## src/rtl/dmem_dump_reader.sv

```systemverilog
// dmem_dump_reader: walks a contiguous word range of the data memory through a
// 1-cycle-latency read port and streams each word out on a valid/ready port,
// tagged with its 0-based index and a last flag.
// Optional build macro: DUMP_CHECKSUM_EN adds a running modulo-2^DATA_W sum
// of the accepted words on the checksum output.
//
// Stream handshake: a word transfers on a rising edge where out_valid and
// out_ready are both high. Once out_valid rises, out_data, out_index and
// out_last stay stable until that transfer; out_valid never drops without
// one, and out_ready has no effect while out_valid is low.
module dmem_dump_reader #(
    parameter int DATA_W = 32,
    parameter int ADDR_W = 8,
    parameter int CNT_W  = 9
) (
    input  logic              clk,
    input  logic              rst,
    input  logic              start,
    input  logic [ADDR_W-1:0] base_addr,
    input  logic [CNT_W-1:0]  count,
    output logic              busy,
    output logic              done,
    output logic              mem_rd_en,
    output logic [ADDR_W-1:0] mem_addr,
    input  logic [DATA_W-1:0] mem_rd_data,
    output logic              out_valid,
    input  logic              out_ready,
    output logic [DATA_W-1:0] out_data,
    output logic [CNT_W-1:0]  out_index,
    output logic              out_last,
`ifdef DUMP_CHECKSUM_EN
    output logic [DATA_W-1:0] checksum,
`endif
    output logic [2:0]        dbg_state
);

    localparam logic [2:0] S_IDLE    = 3'd0;
    localparam logic [2:0] S_ISSUE   = 3'd1;
    localparam logic [2:0] S_CAPTURE = 3'd2;
    localparam logic [2:0] S_SEND    = 3'd3;
    localparam logic [2:0] S_FIN     = 3'd4;

    logic [2:0]        state_q, state_d;
    logic [ADDR_W-1:0] addr_q, addr_d;
    logic [CNT_W-1:0]  remaining_q, remaining_d;
    logic [CNT_W-1:0]  index_q, index_d;
    logic              out_valid_q, out_valid_d;
    logic [DATA_W-1:0] out_data_q, out_data_d;
    logic [CNT_W-1:0]  out_index_q, out_index_d;
    logic              out_last_q, out_last_d;
    logic              handshake;
    logic              start_ok;

    assign handshake = out_valid_q && out_ready;
    assign start_ok  = (state_q == S_IDLE) && start;

    // Next-state and datapath updates for the dump walk
    always_comb begin
        state_d     = state_q;
        addr_d      = addr_q;
        remaining_d = remaining_q;
        index_d     = index_q;
        out_valid_d = out_valid_q;
        out_data_d  = out_data_q;
        out_index_d = out_index_q;
        out_last_d  = out_last_q;
        case (state_q)
            S_IDLE: begin
                if (start) begin
                    addr_d      = base_addr;
                    remaining_d = count;
                    index_d     = '0;
                    // an empty dump finishes without touching memory
                    state_d     = (count == '0) ? S_FIN : S_ISSUE;
                end
            end
            S_ISSUE: begin
                state_d = S_CAPTURE;
            end
            S_CAPTURE: begin
                out_data_d  = mem_rd_data;
                out_valid_d = 1'b1;
                out_index_d = index_q;
                out_last_d  = (remaining_q == CNT_W'(1));
                state_d     = S_SEND;
            end
            S_SEND: begin
                if (handshake) begin
                    out_valid_d = 1'b0;
                    out_last_d  = 1'b0;
                    addr_d      = addr_q + ADDR_W'(1);
                    remaining_d = remaining_q - CNT_W'(1);
                    index_d     = index_q + CNT_W'(1);
                    state_d     = (remaining_q == CNT_W'(1)) ? S_FIN : S_ISSUE;
                end
            end
            S_FIN: begin
                state_d = S_IDLE;
            end
            default: begin
                state_d = S_IDLE;
            end
        endcase
    end

    // State and datapath registers, synchronous active-low reset
    always_ff @(posedge clk) begin
        if (!rst) begin
            state_q     <= S_IDLE;
            addr_q      <= '0;
            remaining_q <= '0;
            index_q     <= '0;
            out_valid_q <= 1'b0;
            out_data_q  <= '0;
            out_index_q <= '0;
            out_last_q  <= 1'b0;
        end else begin
            state_q     <= state_d;
            addr_q      <= addr_d;
            remaining_q <= remaining_d;
            index_q     <= index_d;
            out_valid_q <= out_valid_d;
            out_data_q  <= out_data_d;
            out_index_q <= out_index_d;
            out_last_q  <= out_last_d;
        end
    end

`ifdef DUMP_CHECKSUM_EN
    logic [DATA_W-1:0] checksum_q, checksum_d;

    // Running sum: cleared on an accepted start, accumulated on each transfer
    always_comb begin
        checksum_d = checksum_q;
        if (start_ok) begin
            checksum_d = '0;
        end else if ((state_q == S_SEND) && handshake) begin
            checksum_d = checksum_q + out_data_q;
        end
    end

    // Checksum register
    always_ff @(posedge clk) begin
        if (!rst) begin
            checksum_q <= '0;
        end else begin
            checksum_q <= checksum_d;
        end
    end

    assign checksum = checksum_q;
`else
    // Plain build: no running sum is kept.
`endif

    // Outputs decoded from the current state and registers
    assign busy      = (state_q == S_ISSUE) || (state_q == S_CAPTURE) || (state_q == S_SEND);
    assign done      = (state_q == S_FIN);
    assign mem_rd_en = (state_q == S_ISSUE);
    assign mem_addr  = addr_q;
    assign out_valid = out_valid_q;
    assign out_data  = out_data_q;
    assign out_index = out_index_q;
    assign out_last  = out_last_q;
    assign dbg_state = state_q;

endmodule

```

## config.mk

```make
export PLATFORM = sky130hd
export DESIGN_NAME = dmem_dump_reader
export DESIGN_NICKNAME = d
export VERILOG_FILES = /design/src/rtl/dmem_dump_reader.sv
export SDC_FILE = /design/constraint.sdc
export NUM_CORES = 1
export LEC_CHECK = 0
export ABC_AREA = 1
export BUFFER_PORTS_ARGS = -buffer_cell sky130_fd_sc_hd__buf_4
export CELL_PAD_IN_SITES_DETAIL_PLACEMENT = 1
export CELL_PAD_IN_SITES_GLOBAL_PLACEMENT = 2
export CORE_ASPECT_RATIO = 0.7
export CORE_MARGIN = 8
export CORE_UTILIZATION = 27
export DETAILED_ROUTE_END_ITERATION = 6
export GPL_TIMING_DRIVEN = 1
export PLACE_DENSITY = 0.77
export SLEW_MARGIN = 5
export SYNTH_ARGS = -nofsm -noshare
export SYNTH_HDL_FRONTEND = slang
export SYNTH_SLANG_ARGS = --single-unit
```

## constraint.sdc

```tcl
create_clock -name clk -period 1.6 [get_ports clk]
set_clock_uncertainty 0.05 [all_clocks]
set_input_delay 0.32 -clock clk [delete_from_list [all_inputs] [get_ports clk]]
set_output_delay 0.32 -clock clk [all_outputs]
set_load 0.05 [all_outputs]
```

==> flow_summary.ini, run 1 <==
[timing]
setup_tns_ns = 0
relSlewSlack_pct = 71.55
finalMaxSlewViolations = 0
finalSetupViolCount = 0
max_freq_ghz = 0.6427
finalCritPeriodShare_pct = 97.24
rsz0062_at_grt = true
holdWs_ns = 0.1904
min_period_ns = 1.556
finalHoldViolations = 0
worst_pin_slew_ns = 0.4252
setup_ws_ns = 0.04412

[placement]
dp_slack_ns = 0.03078
gp_congestion = 0.8033
dpl.hpwl_mm = 8.659
port_buffers = 109

[synthesis]
synth_area_mm2 = 0.003318
synth.area.mux_share_pct = 0
synthXorXnorAreaFrac_pct = 0
synth-compound-area-share_pct = 17.84
synth_cell_types = 34
synth-edff-count = 0
yosys-top-cells-area = dfxtp_1 (43%), nor2_1 (12%), nand2_1 (8.7%)
async_reset_ff_share_pct = 0
synthFlopType = dfxtp_1
synth_top_area_share_pct = 43.44
synth_area_per_cell_um2 = 7.015
synthAdderAreaFrac_pct = 1.508
synth-seq-area-share_pct = 43.44
syn-instance-count = 473
post_synth_and_or_nand_nor_area_fraction_pct = 28.81
yosys.area.top_type = dfxtp_1
ys_ff_latch = 72
yosys_warnings = 0
synth_top_family_by_area = simple AND/OR/NAND/NOR gates
syn_nets = 530

[cells_and_area]
area_growth_syn_to_layout_pct = 43.21
diodes = 0
drive_gt1_share_pct = 30.07
nets = 644
fill_cells = 1478

[setup_path]
startpoint = dbg_state[0]
cp_num_buf_inv = 2
rrSetupSlack_ns = 0.11
crit_family = flip-flops
worstPathRequired_ns = 1.23
path_cells = buf_4 > nand2_1 > nor2_2 > buf_6
worstPathMaxFanout = 5
cpPeakStageDelay_ns = 0.38
start_kind = flip-flop
end_kind = output pin
cp.arrival_ns = 1.19
reg2reg_from = dbg_state[0]
cpMaxStageDelayCell = dfxtp_4
r2r_cells = 7
crit_type = flip-flop to output pin
r2r_end = mem_addr[4]

[drt]
wirelength_mm = 11.59
drc = 0
dr.pass1.iters = 4
vias = 3463
antenna_left = 0
via_per_inst = 4.593
wl_per_cell_um = 15.37
drt_iter0_drc = 115

[worst_hold_path]
worstHoldStart = mem_rd_data[4]
min_path_type = primary input to flip-flop
holdPathStages = 3
min_to = out_data[4]

[global_routing]
grt_pass1_wl_mm = 18.44
grt_overflow_total = 0
grt_max_degree = 51
antenna_found_initial = 0
globalRouteTotalUtil_pct = 14.30
grt_pass1_vias = 3489

[clock_tree]
clock_latency_ns = 0.33
cts_sinks = 72
cts_root_buf = clkbuf_16
htreeDepth = 3
cts_tree = done
hold_buffers = 0
cts_buffers = 9
cts_max_path_buffers = 2
path_clk_slew_ns = 0.06

[floorplan]
start_util_pct = 27.18
die_area_mm2 = 0.01615
fp.dieW_um = 148.5
core_mm2 = 0.01221
rows = 34
die_y_um = 108.8
io_pins = 110

[power_and_ir_drop]
power_density_mw_per_mm2 = 2287
worst_ir_drop_vdd_v = 0.0008015
p_leak_nw = 2.138

[flow_run]
drv_cap = 0

[status]
status = complete, no violations
-- through the flow --
step / cell area, um^2 / util (%) / std cells / total power [mW]
floorplan: 3347 / - / 473 / 6.935
global placement: 4382 / 35.89 / 738 / 8.597
detailed placement: 4382 / 35.89 / 738 / 8.690
CTS: 4707 / 38.55 / 754 / 10.93
global route: 4752 / 38.92 / 754 / 11.61
finish: 4752 / 38.92 / 754 / 10.87
-- layer usage --
metal | vias up | GRT usage [%] | routed length, um
li1 | 1769 | - | -
met3 | 10 | 3.773 | 468
met4 | 0 | 3.698 | 110
met5 | - | 0 | 0
met2 | 60 | 22.99 | 5307
met1 | 1624 | 18.74 | 5701
-- how the worst max path moves through the flow --
stage,endpoint,slack (ns),depth (start not counted)
2_1_floorplan,index_q[3],0.03,9
3_3_place_gp,mem_addr[3],0.09,8
3_5_place_dp,mem_addr[3],0.03,8
4_1_cts,busy,-0.01,4
5_1_grt,mem_rd_en,-0.01,4
6_report,mem_rd_en,0.04,4
-- worst reg2reg max path, stage by stage, from the launching register on --
cell     delay [ns]
dfxtp_4        0.38
buf_4          0.14
nand3_2        0.12
nand2_2        0.11
nand3_4        0.11
buf_4          0.21
o21ai_0        0.20
a21oi_1        0.07
-- placed cells by master, fill, tap and decap left out, types with 2 or more instances in the layout --
master     count
buf_4        123
nor2_1       103
nand2_1       76
dfxtp_1       66
o21ai_0       57
inv_1         35
a21oi_1       34
nand3_1       14
nand4_1        9
clkbuf_16      9
nor2_2         5
a21oi_2        5
o21ai_1        5
nand3_2        3
nand2_2        3
nor3_2         3
nor3_1         3
ha_1           3
dfxtp_4        3
dfxtp_2        3
buf_6          3
inv_4          2
nor2_4         2
inv_6          2
o21ai_2        2
or2_2          2
a31oi_1        2
clkbuf_1       2
bufinv_16      2
-- cells by family (layout without fill, tap and decap cells) --
| logic type | after synthesis | after routing |
|---|---|---|
| simple gates | 226 | 226 |
| fa+ha+maj | 4 | 4 |
| buf+inv | 62 | 181 |
| compound gates | 109 | 109 |
| flops | 72 | 72 |
-- power by group --
part	switching [mW]	total (mW)	leakage, nW	internal [mW]
registers	0.432	2.87	0.593	2.44
clock network	0.783	2.20	0.158	1.42
logic	4.03	5.80	1.39	1.77
total	5.24	10.9	2.14	5.62
-- synthesized netlist by cell type, types with 3 or more instances --
cell,number
dfxtp_1,72
nor3_1,6
nand2_1,77
o21ai_0,57
nand3_2,3
nand3_1,14
inv_1,35
a21oi_1,34
buf_6,3
o21ai_1,5
nor2_1,109
buf_2,5
clkbuf_1,13
ha_1,4
a21oi_2,5
nand4_1,9
-- state kept, by name (all words and copies together) (netlist names) --
signal	cells
index_q	9
dbg_state	3
out_last	1
out_data	32
mem_addr	8
out_index	9
out_valid	1
remaining_q	9
-- final cells by class --
type / count / area (um^2) / share of cell area [%]
sequential: 72 / 1456 / 30.65
multi-input combinational: 339 / 1644 / 34.60
clock buffer: 12 / 246.5 / 5.187
clock inverter: 4 / 75.07 / 1.580
inverter: 38 / 150.1 / 3.160
timing repair buffer: 127 / 977.2 / 20.56
tap: 162 / 202.7 / 4.265
-- repair_timing --
action / in CTS / in global routing
pin swaps: 0 / 1
setup endpoints to repair: 2 / 24
gates resized for setup: 1 / 14
buffers inserted: 0 / 0
hold endpoints to repair: 0 / 0
Note: power is estimated with default switching activity, not from simulation.
==> run 2, diff against run 1 <==
Settings changed: CELL_PAD_IN_SITES_DETAIL_PLACEMENT 1 to default, CELL_PAD_IN_SITES_GLOBAL_PLACEMENT 2 to default, CORE_UTILIZATION 27 to 50, PLACE_DENSITY 0.77 to 0.76.
==> run 2 against run 1 <==
Compared with the run above:
- wire length shrank 16%
- final cell count is 9.2% lower
- sequential power about the same
- core utilization is 33 points higher
- setup slack better by 0.015 ns
- largest power group unchanged
- highest routed layer unchanged
==> flow_summary.ini, run 2 (synthesis results as in run 1) <==
[drt]
via_per_inst = 4.994
wirelength_mm = 9.732
antenna_left = 0
wl_per_cell_um = 14.21
drt_iter0_drc = 231
drc = 0
dr.pass1.iters = 4
vias = 3421

[power_and_ir_drop]
power_density_mw_per_mm2 = 2234
worst_ir_drop_vdd_v = 0.001344
p_leak_nw = 2.106

[cells_and_area]
largest_register_ffs = 32
seq_area_mm2 = 0.001456
final_cell_count_no_fill = 685
drive_gt1_share_pct = 30.13
nets = 646
multi_input_comb_area_mm2 = 0.001640
area_growth_syn_to_layout_pct = 37.86
finalInstanceArea_mm2 = 0.004574
fill_cells = 532
final_cell_mix = buf_4 (125), nor2_1 (105), nand2_1 (76), dfxtp_1 (66), o21ai_0 (54)
layout_commonest_cell = buf_4
diodes = 0

[placement]
gp_congestion = 0.8484
port_buffers = 109
dpl.hpwl_mm = 7.181
dp_slack_ns = -0.02389
dp.cells = 667
dpl_cell_area_mm2 = 0.004280

[setup_path]
crit_type = flip-flop to output pin
cp.arrival_ns = 1.17
worstPathMaxFanout = 5
end_kind = output pin
start_kind = flip-flop
worstPathRequired_ns = 1.23

[global_routing]
grt_max_degree = 32
grt_overflow_total = 0
grt_pass1_wl_mm = 15.84
antenna_found_initial = 0
globalRouteTotalUtil_pct = 20.22
grt_pass1_vias = 3220

[clock_tree]
clock_latency_ns = 0.34
cts_tree = done
cts_buffers = 9
cts_sinks = 72
path_clk_slew_ns = 0.08
htreeDepth = 3
hold_buffers = 0
cts_root_buf = clkbuf_8
cts_max_path_buffers = 2

[floorplan]
io_pins = 110
die_y_um = 84.16
die_area_mm2 = 0.009540
start_util_pct = 52.37
rows = 24
core_mm2 = 0.006336
fp.dieW_um = 113.4

[timing]
setup_ws_ns = 0.05958
setup_tns_ns = 0
min_period_ns = 1.540
relSlewSlack_pct = 77.93
holdWs_ns = 0.1736
finalCritPeriodShare_pct = 96.28
rsz0062_at_grt = false
max_freq_ghz = 0.6492
worst_pin_slew_ns = 0.3299
finalSetupViolCount = 0
finalMaxSlewViolations = 0
finalHoldViolations = 0

[worst_hold_path]
min_path_type = primary input to flip-flop

[status]
status = complete, no violations

[flow_run]
drv_cap = 0
run 2: timing repair:
action | 4_1_cts | 5_1_grt
pin swaps | 0 | 4
setup buffers | 1 | 2
resized for setup | 3 | 17
gates cloned | 0 | 0
endpoints found under the setup margin | 10 | 22
endpoints found under the hold margin | 0 | 0
run 2: worst max-delay path, stage by stage (launching register included):
cell and delay [ns]:
dfxtp_4 0.36, inv_4 0.09, nand2_1 0.08, nor2_2 0.12
buf_6 0.17
run 2: final cells by class:
class | count | area share, %
clock buffers | 9 | 2.708
clock inverters | 7 | 2.079
inverters | 38 | 3.446
multi-input cells | 339 | 35.86
flip-flops and latches | 72 | 31.84
well taps | 91 | 2.489
repair buffers | 129 | 21.58
run 2: per-stage QoR:
step,util (%),power [mW]
global route,72.20,10.88
global placement,67.56,8.342
detailed placement,67.56,8.458
finish,72.20,10.22
floorplan,-,6.935
CTS,71.29,10.11
run 2: worst paths after layout:
check / end / start / depth (start not counted) / slack [ns]
min reg2reg: remaining_q[7] / remaining_q[7] / 2 / 0.43
max: mem_rd_en / dbg_state[2] / 4 / 0.06
min: out_data[17] / mem_rd_data[17] / 3 / 0.17
max reg2reg: mem_addr[6] / dbg_state[1] / 7 / 0.09
run 2: metal layers:
metal	wire length [um]	vias up	track usage, %
li1	-	1776	-
met1	4431	1535	26.01
met2	4492	98	32.17
met3	683	12	7.076
met4	124	0	3.976
met5	0	-	0
run 2: power by group:
group	leakage, nW	internal, mW	switching (mW)
sequential	0.593	2.44	0.433
clock	0.110	0.880	0.698
combinational	1.40	1.78	4.00
==> run 3, diff against run 2 <==
Settings changed: ABC_AREA 1 to default, CORE_MARGIN 8 to default, PLACE_DENSITY 0.76 to 0.77.
==> run 3 against run 2 <==
Compared with the run above:
- the run now ends with setup timing left
- wire length is 5.3% lower
- final cell count is 8.6% lower
- first-iteration DRC count is 11% lower
- critical endpoint is now busy
==> flow_summary.ini, run 3 <==
[placement]
gp_congestion = 0.9463
dpl.hpwl_mm = 6.182
dpl_cell_area_mm2 = 0.004304
port_buffers = 109

[clock_tree]
cts_buffers = 9
cts_tree = done
clock_latency_ns = 0.34
cts_max_path_buffers = 2
hold_buffers = 0
cts_root_buf = clkbuf_8
path_clk_slew_ns = 0.08
cts_sinks = 72
htreeDepth = 3

[timing]
worst_pin_slew_ns = 0.3257
finalHoldViolations = 0
max_freq_ghz = 0.6169
finalSetupViolCount = 4
rsz0062_at_grt = true
setup_tns_ns = -0.06375
min_period_ns = 1.621
finalCritPeriodShare_pct = 101.3
finalMaxSlewViolations = 0
relSlewSlack_pct = 78.12
setup_ws_ns = -0.02106

[cells_and_area]
diodes = 0
layout_commonest_cell = buf_4
multi_input_comb_area_mm2 = 0.001699
finalInstanceArea_mm2 = 0.004793
drive_gt1_share_pct = 38.84
fill_cells = 390
final_cell_mix = buf_4 (147), nand2_1 (103), dfxtp_1 (65), a21oi_1 (56), nor2_1 (19)
nets = 604
largest_register_ffs = 32
area_growth_syn_to_layout_pct = 53.24
seq_area_mm2 = 0.001458

[power_and_ir_drop]
worst_ir_drop_vdd_v = 0.0006659
power_density_mw_per_mm2 = 957.1
power_frac_clock_pct = 32.1
switching_share_pct = 31.00
p_sw_mw = 1.422
internal-power_mw = 3.166
pwr-share-comb_pct = 25.1
p_leak_nw = 1.963
seqPwrFrac_pct = 42.8

[worst_hold_path]
min_path_type = primary input to flip-flop
holdPathStages = 3
worstHoldStart = mem_rd_data[30]
min_to = out_data[30]

[floorplan]
rows = 23
die_y_um = 68.18
io_pins = 110
die_area_mm2 = 0.006581
fp.dieW_um = 96.54
core_mm2 = 0.005871
start_util_pct = 53.28

[setup_path]
start_kind = flip-flop
worstPathMaxFanout = 7
cp.arrival_ns = 1.25
reg2reg_from = dbg_state[1]
path_cells = buf_8 > nor2_4 > buf_6 > nor2_4 > buf_8
cpPeakStageDelay_ns = 0.37
rrSetupSlack_ns = -0.01
cpMaxStageDelayCell = dfxtp_4
crit_type = flip-flop to output pin
worstPathRequired_ns = 1.23
r2r_cells = 6
end_kind = output pin
cp_num_buf_inv = 3
r2r_end = index_q[7]
crit_family = buffers and inverters

[synthesis]
synth_cell_types = 44
synth-edff-count = 0
synthFlopType = dfxtp_1
syn-instance-count = 402
yosys_warnings = 0
syn_nets = 459
synth.most_common_cell = nand2_1
synth_common_cells = nand2_1 (104), dfxtp_1 (72), a21oi_1 (62), nor2_1 (22), clkbuf_1 (19)
yosys-top-cells-area = dfxtp_1 (46%), nand2_1 (12%), a21oi_1 (9.9%)
synth_area_per_cell_um2 = 7.781
synth_area_mm2 = 0.003128
yosys.area.top_type = dfxtp_1
ys_ff_latch = 72
async_reset_ff_share_pct = 0
synth-seq-area-share_pct = 46.08
synth_top_area_share_pct = 46.08

[global_routing]
antenna_found_initial = 0
grt_pass1_wl_mm = 13.68
globalRouteTotalUtil_pct = 27.36
grt_max_degree = 30
grt_overflow_total = 0
grt_pass1_vias = 2987

[drt]
dr.pass1.iters = 4
drt_iter0_drc = 206
antenna_left = 0
via_per_inst = 5.457
drc = 0
wl_per_cell_um = 14.72
wirelength_mm = 9.215
vias = 3416

[flow_run]
drv_cap = 0

[status]
violations = setup timing
status = complete, but fails checks
## run 3: changes by cell type after synthesis, sizes merged, moves of 9 or more
| cell | previous run | this run |
|---|---|---|
| o21ai | 64 | 15 |
| nor2 | 110 | 22 |
| nand2 | 79 | 104 |
| inv | 37 | 7 |
| nand3 | 18 | 9 |
| a21oi | 39 | 63 |
## run 3: worst register-to-register path, delay by kind of cell (launching register included)
family	cells	cell delay (ns)
buffers and inverters	2	0.40
DFF	1	0.37
and+or+nand+nor	2	0.29
AOI/OAI and AO/OA	1	0.25
xor gates and xnor gates	1	0.15
## run 3: final cells by class
type / instances / area share [%]
tap: 75 / 1.958
clock buffer: 11 / 3.185
sequential: 72 / 30.41
multi-input combinational: 296 / 35.45
clock inverter: 4 / 1.096
timing repair buffer: 161 / 27.36
inverter: 7 / 0.5482
## run 3: per-layer routing
metal,vias up,track usage [%],routed length [um]
met5,-,0,0
met4,0,7.904,102
met3,12,8.111,686
met2,136,42.17,4295
met1,1590,37.14,4131
li1,1678,-,-
## run 3: power by group through the flow
stage	clock network [mW]	registers [mW]	logic (mW)
detailed placement	0	1.99	1.03
global route	1.58	1.98	1.23
floorplan	0	2.24	0.389
global placement	0	1.99	1.02
CTS	1.50	1.96	1.08
finish	1.47	1.96	1.15
## run 3: cells by family after synthesis
kind of cell | count (synthesis) | synth area share, %
AND/OR/NAND/NOR | 177 | 25.48
AO/OA/AOI/OAI | 107 | 19.72
flip-flops | 72 | 46.08
buffers and inverters | 34 | 4.760
XOR/XNOR | 6 | 1.680
adder cells (fa/ha/maj) | 4 | 1.600
multiplexers | 2 | 0.6800
## run 3: what timing repair did
item | CTS | global route
buffers inserted | 3 | 9
pin swaps | 4 | 10
gates cloned | 0 | 1
gates resized for setup | 21 | 31
setup endpoints to repair | 17 | 27
## run 3: how the worst max path moves through the flow
stage	to	depth (start not counted)	slack [ns]	from
floorplan	index_q[8]	6	-0.14	dbg_state[0]
global placement	remaining_q[0]	6	-0.03	start
detailed placement	index_q[6]	6	-0.11	start
CTS	busy	5	-0.02	dbg_state[1]
global route	index_q[7]	6	-0.11	dbg_state[1]
finish	busy	5	-0.02	dbg_state[1]
## run 3: through the flow
stage          worst slack (ns)  std cells  util (%)  hold WS [ns]  total power [mW]
6_report               -0.02106        626     81.65        0.1717             4.588
5_1_grt                 -0.1053        626     81.65        0.1563             4.784
4_1_cts                -0.02205        616     78.47        0.1557             4.538
3_5_place_dp            -0.1103        598     73.32        0.3976             3.025
3_3_place_gp           -0.03348        598     73.32        0.3922             3.008
2_1_floorplan           -0.1419        402         -        0.3871             2.625
